$ cat src/rtl/vita49_pkg.sv
// VITA-49 shared definitions: header field layout, codes and FSM encodings.
// The unpack side imports the same encodings.
package vita49_pkg;

  localparam logic [3:0] PKT_TYPE_IF_SID = 4'b0001;
  localparam logic [1:0] TSI_UTC         = 2'b01;
  localparam logic [1:0] TSF_RT          = 2'b10;

  localparam int HDR_TYPE_LSB   = 28;
  localparam int HDR_C_BIT      = 27;
  localparam int HDR_TSI_LSB    = 22;
  localparam int HDR_TSF_LSB    = 20;
  localparam int HDR_CNT_LSB    = 16;
  localparam int BASE_HDR_WORDS = 5;

  typedef enum logic [3:0] {
    ST_IDLE    = 4'd0,
    ST_HDR     = 4'd1,
    ST_STRM_ID = 4'd2,
    ST_CLASS_0 = 4'd3,
    ST_CLASS_1 = 4'd4,
    ST_TSI     = 4'd5,
    ST_TSF_0   = 4'd6,
    ST_TSF_1   = 4'd7,
    ST_PAYLOAD = 4'd8,
    ST_DONE    = 4'd9,
    ST_ERROR   = 4'd10
  } v49_state_e;

  typedef struct packed {
    logic        last;
    logic [31:0] data;
  } axis_beat_t;

  function automatic logic [31:0] v49_hdr(
    input logic        c,
    input logic [3:0]  cnt,
    input logic [15:0] size
  );
    v49_hdr = '0;
    v49_hdr[HDR_TYPE_LSB +: 4] = PKT_TYPE_IF_SID;
    v49_hdr[HDR_C_BIT]         = c;
    v49_hdr[HDR_TSI_LSB +: 2]  = TSI_UTC;
    v49_hdr[HDR_TSF_LSB +: 2]  = TSF_RT;
    v49_hdr[HDR_CNT_LSB +: 4]  = cnt;
    v49_hdr[15:0]              = size;
  endfunction

endpackage

$ cat src/rtl/vita49_pack_if.sv
// AXI-Stream bundle for the VITA-49 datapath.
// Master drives data/valid/last, slave drives ready.
interface vita49_pack_if;
  logic [31:0] tdata;
  logic        tvalid;
  logic        tlast;
  logic        tready;

  modport master (
    output tdata, tvalid, tlast,
    input  tready
  );

  modport slave (
    input  tdata, tvalid, tlast,
    output tready
  );
endinterface

$ cat src/rtl/vita49_pack_reg_slice.sv
// Single-stage AXI-Stream register carrying data+last.
// flush drops the held beat without a transfer.
module axis_reg_slice
  import vita49_pkg::*;
(
  input  logic       clk,
  input  logic       rst_n,
  input  logic       flush,
  input  logic       in_valid,
  input  axis_beat_t in_beat,
  output logic       in_ready,
  output logic       out_valid,
  output axis_beat_t out_beat,
  input  logic       out_ready
);

  assign in_ready = !out_valid | out_ready;

  always_ff @(posedge clk) begin
    if (!rst_n) begin
      out_valid <= 1'b0;
      out_beat  <= '0;
    end else if (flush) begin
      out_valid <= 1'b0;
    end else if (in_ready) begin
      out_valid <= in_valid;
      if (in_valid) out_beat <= in_beat;
    end
  end

endmodule

$ cat src/rtl/vita49_pack.sv
// Transmit-side VITA-49 IF data framer.
// Wraps raw samples with header, stream ID, optional class ID and timestamps.
module vita49_pack
  import vita49_pkg::*;
#(
  parameter int          INCLUDE_CLASS_ID = 0,
  parameter logic [23:0] CLASS_OUI        = 24'h0,
  parameter logic [31:0] CLASS_INFO       = 32'h0
) (
  input  logic         AXIS_ACLK,
  input  logic         AXIS_ARESETN,
  vita49_pack_if.slave  s_axis,
  vita49_pack_if.master m_axis,
  input  logic [31:0]  ctrl,
  output logic [31:0]  status,
  input  logic [31:0]  streamID,
  input  logic [31:0]  words_to_pack,
  input  logic [15:0]  payload_words,
  input  logic [31:0]  timestamp_sec,
  input  logic [63:0]  timestamp_fsec
);

  localparam bit HAS_CID = (INCLUDE_CLASS_ID != 0);
  localparam logic [15:0] HDR_WORDS =
    16'(BASE_HDR_WORDS + (HAS_CID ? 2 : 0));

  logic start;
  logic reset_cmd;
  logic passthru;
  logic unused_ctrl;

  assign start       = ctrl[0];
  assign reset_cmd   = ctrl[1];
  assign passthru    = ctrl[2];
  assign unused_ctrl = ^ctrl[31:3];

  v49_state_e  state;
  logic        done;
  logic        tlast_err;
  logic        cfg_err;
  logic [3:0]  pkt_cnt;
  logic [31:0] word_cnt;
  logic [15:0] payload_cnt;
  logic [15:0] pkt_n;
  logic [31:0] tsi_q;
  logic [63:0] tsf_q;

  logic        load;
  logic        in_valid;
  axis_beat_t  in_beat;
  axis_beat_t  out_beat;

  logic [31:0] remain;
  logic [15:0] n_calc;
  logic [16:0] size_chk;
  logic        cfg_bad;
  logic        s_acc;
  logic        pkt_end;
  logic        run_end;

  assign remain   = words_to_pack - word_cnt;
  assign n_calc   = (remain < {16'h0, payload_words}) ?
                    remain[15:0] : payload_words;
  assign size_chk = {1'b0, HDR_WORDS} + {1'b0, payload_words};
  assign cfg_bad  = (payload_words == 16'h0) |
                    (words_to_pack == 32'h0) |
                    size_chk[16];

  assign s_axis.tready = ((state == ST_PAYLOAD) | passthru) & load;
  assign s_acc   = s_axis.tvalid & s_axis.tready;
  assign pkt_end = (payload_cnt + 16'd1) == pkt_n;
  assign run_end = (word_cnt + 32'd1) >= words_to_pack;

  assign status = {start, reset_cmd, passthru, AXIS_ARESETN,
                   16'h0, 9'h0, cfg_err, tlast_err, done};

  assign m_axis.tdata = out_beat.data;
  assign m_axis.tlast = out_beat.last;

  // Word offered to the output register this cycle.
  always_comb begin
    in_valid = 1'b0;
    in_beat  = '0;
    if (passthru) begin
      in_valid = s_axis.tvalid;
      in_beat  = {s_axis.tlast, s_axis.tdata};
    end else begin
      unique case (state)
        ST_HDR: begin
          in_valid     = 1'b1;
          in_beat.data = v49_hdr(HAS_CID, pkt_cnt,
                                 HDR_WORDS + n_calc);
        end
        ST_STRM_ID: begin
          in_valid     = 1'b1;
          in_beat.data = streamID;
        end
        ST_CLASS_0: begin
          in_valid     = 1'b1;
          in_beat.data = {8'h00, CLASS_OUI};
        end
        ST_CLASS_1: begin
          in_valid     = 1'b1;
          in_beat.data = CLASS_INFO;
        end
        ST_TSI: begin
          in_valid     = 1'b1;
          in_beat.data = tsi_q;
        end
        ST_TSF_0: begin
          in_valid     = 1'b1;
          in_beat.data = tsf_q[63:32];
        end
        ST_TSF_1: begin
          in_valid     = 1'b1;
          in_beat.data = tsf_q[31:0];
        end
        ST_PAYLOAD: begin
          in_valid = s_axis.tvalid;
          in_beat  = {pkt_end, s_axis.tdata};
        end
        default: ;
      endcase
    end
  end

  axis_reg_slice u_oreg (
    .clk       (AXIS_ACLK),
    .rst_n     (AXIS_ARESETN),
    .flush     (reset_cmd),
    .in_valid  (in_valid),
    .in_beat   (in_beat),
    .in_ready  (load),
    .out_valid (m_axis.tvalid),
    .out_beat  (out_beat),
    .out_ready (m_axis.tready)
  );

  // reset_cmd behaves as a second synchronous reset for the framer.
  always_ff @(posedge AXIS_ACLK) begin
    if (!AXIS_ARESETN || reset_cmd) begin
      state       <= ST_IDLE;
      done        <= 1'b0;
      tlast_err   <= 1'b0;
      cfg_err     <= 1'b0;
      pkt_cnt     <= 4'hF;
      word_cnt    <= 32'h0;
      payload_cnt <= 16'h0;
      pkt_n       <= 16'h0;
      tsi_q       <= 32'h0;
      tsf_q       <= 64'h0;
    end else if (!passthru) begin
      unique case (state)
        ST_IDLE: begin
          if (start) begin
            if (cfg_bad) begin
              cfg_err <= 1'b1;
              state   <= ST_ERROR;
            end else begin
              state   <= ST_HDR;
              pkt_cnt <= pkt_cnt + 4'd1;
              tsi_q   <= timestamp_sec;
              tsf_q   <= timestamp_fsec;
            end
          end
        end
        ST_HDR: begin
          pkt_n <= n_calc;
          if (load) state <= ST_STRM_ID;
        end
        ST_STRM_ID:
          if (load) state <= HAS_CID ? ST_CLASS_0 : ST_TSI;
        ST_CLASS_0: if (load) state <= ST_CLASS_1;
        ST_CLASS_1: if (load) state <= ST_TSI;
        ST_TSI:     if (load) state <= ST_TSF_0;
        ST_TSF_0:   if (load) state <= ST_TSF_1;
        ST_TSF_1:   if (load) state <= ST_PAYLOAD;
        ST_PAYLOAD: begin
          if (s_acc) begin
            word_cnt <= word_cnt + 32'd1;
            if (s_axis.tlast && !pkt_end) tlast_err <= 1'b1;
            if (pkt_end) begin
              payload_cnt <= 16'h0;
              if (run_end) begin
                state <= ST_DONE;
                done  <= 1'b1;
              end else begin
                state   <= ST_HDR;
                pkt_cnt <= pkt_cnt + 4'd1;
                tsi_q   <= timestamp_sec;
                tsf_q   <= timestamp_fsec;
              end
            end else begin
              payload_cnt <= payload_cnt + 16'd1;
            end
          end
        end
        ST_DONE:  ;
        ST_ERROR: ;
        default:  state <= ST_IDLE;
      endcase
    end
  end

endmodule
$ cat src/flat_wrapper.sv
// flat-port wrapper written by rule: the top's interface ports become plain ports
module vita49_pack_flat import vita49_pkg::*;
#(
  parameter int          INCLUDE_CLASS_ID = 0,
  parameter logic [23:0] CLASS_OUI        = 24'h0,
  parameter logic [31:0] CLASS_INFO       = 32'h0
)
  (AXIS_ACLK, AXIS_ARESETN, ctrl, status, streamID, words_to_pack, payload_words, timestamp_sec, timestamp_fsec, s_axis_tdata, s_axis_tvalid, s_axis_tlast, s_axis_tready, m_axis_tdata, m_axis_tvalid, m_axis_tlast, m_axis_tready);
  vita49_pack_if s_axis_i ();
  vita49_pack_if m_axis_i ();
  input  logic AXIS_ACLK;
  input  logic AXIS_ARESETN;
  input  logic [31:0] ctrl;
  output logic [31:0] status;
  input  logic [31:0] streamID;
  input  logic [31:0] words_to_pack;
  input  logic [15:0] payload_words;
  input  logic [31:0] timestamp_sec;
  input  logic [63:0] timestamp_fsec;
  input wire logic [$bits(s_axis_i.tdata)-1:0] s_axis_tdata;
  input wire logic [$bits(s_axis_i.tvalid)-1:0] s_axis_tvalid;
  input wire logic [$bits(s_axis_i.tlast)-1:0] s_axis_tlast;
  output wire logic [$bits(s_axis_i.tready)-1:0] s_axis_tready;
  output wire logic [$bits(m_axis_i.tdata)-1:0] m_axis_tdata;
  output wire logic [$bits(m_axis_i.tvalid)-1:0] m_axis_tvalid;
  output wire logic [$bits(m_axis_i.tlast)-1:0] m_axis_tlast;
  input wire logic [$bits(m_axis_i.tready)-1:0] m_axis_tready;
  assign s_axis_i.tdata = s_axis_tdata;
  assign s_axis_i.tvalid = s_axis_tvalid;
  assign s_axis_i.tlast = s_axis_tlast;
  assign s_axis_tready = s_axis_i.tready;
  assign m_axis_tdata = m_axis_i.tdata;
  assign m_axis_tvalid = m_axis_i.tvalid;
  assign m_axis_tlast = m_axis_i.tlast;
  assign m_axis_i.tready = m_axis_tready;
  vita49_pack #(.INCLUDE_CLASS_ID(INCLUDE_CLASS_ID), .CLASS_OUI(CLASS_OUI), .CLASS_INFO(CLASS_INFO)) u_core (.AXIS_ACLK(AXIS_ACLK), .AXIS_ARESETN(AXIS_ARESETN), .s_axis(s_axis_i), .m_axis(m_axis_i), .ctrl(ctrl), .status(status), .streamID(streamID), .words_to_pack(words_to_pack), .payload_words(payload_words), .timestamp_sec(timestamp_sec), .timestamp_fsec(timestamp_fsec));
endmodule
$ cat config.mk
export PLATFORM = sky130hd
export DESIGN_NAME = vita49_pack_flat
export DESIGN_NICKNAME = d
export VERILOG_FILES = /design/src/rtl/vita49_pkg.sv /design/src/rtl/vita49_pack_if.sv /design/src/rtl/vita49_pack_reg_slice.sv /design/src/rtl/vita49_pack.sv /design/src/flat_wrapper.sv
export SDC_FILE = /design/constraint.sdc
export NUM_CORES = 1
export LEC_CHECK = 0
export ABC_CLOCK_PERIOD_IN_PS = 9310
export CORE_ASPECT_RATIO = 0.5
export CORE_MARGIN = 2
export CORE_UTILIZATION = 50
export DETAILED_ROUTE_END_ITERATION = 8
export PLACE_DENSITY_LB_ADDON = 0.25
export SLEW_MARGIN = 15
export SYNTH_ARGS = -nofsm -noshare
export SYNTH_HDL_FRONTEND = slang
export SYNTH_SLANG_ARGS = --single-unit
$ cat constraint.sdc
create_clock -name AXIS_ACLK -period 9.31 [get_ports AXIS_ACLK]
set_input_delay 0.931 -clock AXIS_ACLK [delete_from_list [all_inputs] [get_ports AXIS_ACLK]]
set_output_delay 0.931 -clock AXIS_ACLK [all_outputs]
set_load 0.02 [all_outputs]
==> reports/results.ini <==
[clock_network]
cts_root_buffer = clkbuf_16
ctsHoldBuffers = 0
cts_buffer_depth = 3
cts_sinks = 205
cts_tree = yes
path_clk_slew_ns = 0.07
cts_made_buffers = 21
cts-resized-gates = 0
worstSkewPairLatency_ns = 0.53
cts_setup_buffers = 0
cts_htree_levels = 1

[placed_design]
post-dp-hpwl_um = 32600
placed_area_um2 = 16700
gp_congestion = 0.949
port_buffers = 257

[sta]
setup_viol = 0
rsz0062_at_grt = no
slew_violations = 0
finalCriticalPeriod_ns = 7.56
finalHoldViolCount = 0
whs_ns = 0.469
max_freq_mhz = 132
finalSetupTns_ns = 0
worst_slew_pin_slew_ns = 1.11
fin_skew_ns = 0.0121
relSlewSlack_pct = 25.7
fin_crit_sh_pct = 81.2

[cells_and_area]
drive_above_1_share_pct = 4.33
syn_to_final_growth_pct = 23.9
fillCellCount = 2508
final_nets = 2277
design_area_um2 = 17400

[critical_path]
path_depth = 22
arrival_ns = 7.99
endpoint_kind = flip-flop
cp_common_cell = ha_1
crit_family = compound AO/OA/AOI/OAI gates
startpoint_type = input port
path_max_fanout = 14
critPathBufInv = 1
worst_path_max_delay_cell = nor4_4
cp.required_ns = 9.74
critical_path_class = input port to flip-flop
path_cells = clkdlybuf4s50_1 -> ha_1 -> a21oi_1 -> a21boi_0 -> o21ai_0 -> xor2_1 -> ha_1 -> a21o_1 -> a21o_1 -> a221o_1 -> a31oi_1 -> o221ai_1 -> nor4_1 -> nand4bb_1 -> nor4_4 -> mux2i_1 -> ha_1 -> or2_2 -> and3_1 -> mux2i_1 -> o2111ai_1 -> a311oi_1
rr_worst_depth = 22
max_stage_delay_ns = 0.80

[run]
max_cap_violations = 0

[power_and_ir_drop]
leakagePower_nw = 6.71
total_power_w = 0.00218
peakVddDrop_uv = 100
power_density_nw_per_um2 = 125

[global_routing]
antenna_found_initial = 0
grt_pass1_vias = 12588
grt_max_degree = 86
grt_use_total_pct = 29.1
grt_overflow = 0
grt_pass1_wl_um = 67900

[synth]
synth.top_cell.area_share_pct = 29.3
synth_top_cell_by_area = dfxtp_1
yosysMostFrequentCell = nor2_1
synth-seq-cells = 205
synthCells = 1760
yosys.cell_types.count = 81
yosys-top-cells-area = dfxtp_1 (29%), mux2i_1 (8.9%), ha_1 (7.3%)
synth_common_cells = nor2_1 (242), dfxtp_1 (205), mux2i_1 (125)
synth_top_flop_cell = dfxtp_1
async_reset_ff_share_pct = 0
syn_area_per_cell_um2 = 7.96
ys_seq_area_share_pct = 29.3
synth_edf_count = 0
synthesis.area_um2 = 14000
yosysWarnings = 0

[floorplan]
core-area_um2 = 27600
die_y_um = 122
die_w_um = 241
pin_count = 312
initial_utilization_pct = 50.7
fp.dieArea_um2 = 29400
row_count = 43

[detailed_routing]
viasPerCell = 5.81
wl_um = 43800
vias = 13638
drcViolationCount = 4
drt-pass1-iter-count = 9
final_antenna_net_count = 0
wire_per_inst_um = 18.7
drt_iter0_markers = 1313

[status]
status = finished with violations
violations = DRC

[min_path]
hp-class = flip-flop to flip-flop
min_path_cells = 2

-- cell families after synthesis --
logic type / synth area share, %
buf+inv: 7.04
compound gates: 19.5
other cells: 0.0268
fa+ha+maj: 7.47
simple gates: 20.4
mux: 9.02
flops: 29.3
xor+xnor: 7.26
-- worst reg2reg max path: cells and delay by family (launching register included) --
kind	cells	cell delay [ns]
AOI/OAI and AO/OA	10	2.61
and+or+nand+nor	5	1.77
adders and majority gates	3	0.99
muxes	2	0.80
DFF	1	0.42
xor gates and xnor gates	1	0.32
buffers and inverters	1	0.13
-- stage by stage --
| stage | util, % | instances | setup WS, ns |
|---|---|---|---|
| 2_1_floorplan | - | 1784 | 2.86 |
| 3_3_place_gp | 60.4 | 2308 | 1.39 |
| 3_5_place_dp | 60.4 | 2308 | 1.31 |
| 4_1_cts | 62.9 | 2345 | 1.86 |
| 5_1_grt | 62.9 | 2345 | 1.36 |
| 6_report | 62.9 | 2346 | 1.75 |
-- state kept, by name (all words and copies together), names as in the netlist --
name / count
u_core.tsf_q: 64
u_core.u_oreg.out_beat: 33
u_core.tsi_q: 32
u_core.word_cnt: 32
u_core.payload_cnt: 16
u_core.pkt_n: 16
u_core.pkt_cnt: 4
u_core.state: 4
u_core.cfg_err: 1
u_core.done: 1
u_core.tlast_err: 1
u_core.u_oreg.out_valid: 1
-- layout by cell type (no fill, tap or decap), drive strengths merged, types with 27 or more instances in the layout --
master           n
nor4            31
o21ai           73
a211oi          41
nand2          118
clkbuf          28
dfxtp          205
a21o            28
nand3           37
nor3            59
nand4           35
xor2            27
xnor2           89
a21oi          123
clkdlybuf4s50  257
inv             91
a222oi          32
nor2           242
ha              82
mux2i          125
-- cell type report --
class | instances | area (um^2) | share of cell area, %
timing repair buffer | 274 | 2700 | 15.6
antenna | 1 | 2.50 | 0.0144
inverter | 89 | 334 | 1.93
sequential | 205 | 4100 | 23.6
tap | 382 | 478 | 2.75
multi-input combinational | 1358 | 9060 | 52.2
clock buffer | 28 | 602 | 3.47
clock inverter | 9 | 77.6 | 0.447
-- worst paths after layout --
check / start / to / slack (ns)
setup / recovery: words_to_pack[8] / u_core.u_oreg.out_beat[4] / 1.75
hold / removal: u_core.tlast_err / u_core.tlast_err / 0.47
setup reg to reg: u_core.word_cnt[8] / u_core.u_oreg.out_beat[4] / 2.17
hold reg to reg: u_core.tlast_err / u_core.tlast_err / 0.47
-- layer usage --
| metal | up-vias | GRT usage (%) | part of all wire (%) |
|---|---|---|---|
| li1 | 6659 | - | - |
| met1 | 6443 | 40.6 | 46 |
| met2 | 472 | 47.1 | 44 |
| met3 | 64 | 4.41 | 7.2 |
| met4 | 0 | 7.18 | 2.3 |
| met5 | - | 0 | 0 |
-- report_power, final --
group | switching, W | total [W] | internal (W)
clock | 0.000372 | 0.000855 | 0.000483
combinational | 0.000219 | 0.000412 | 0.000193
sequential | 0.0000116 | 0.000908 | 0.000896
Note: power is estimated with default switching activity, not from simulation.
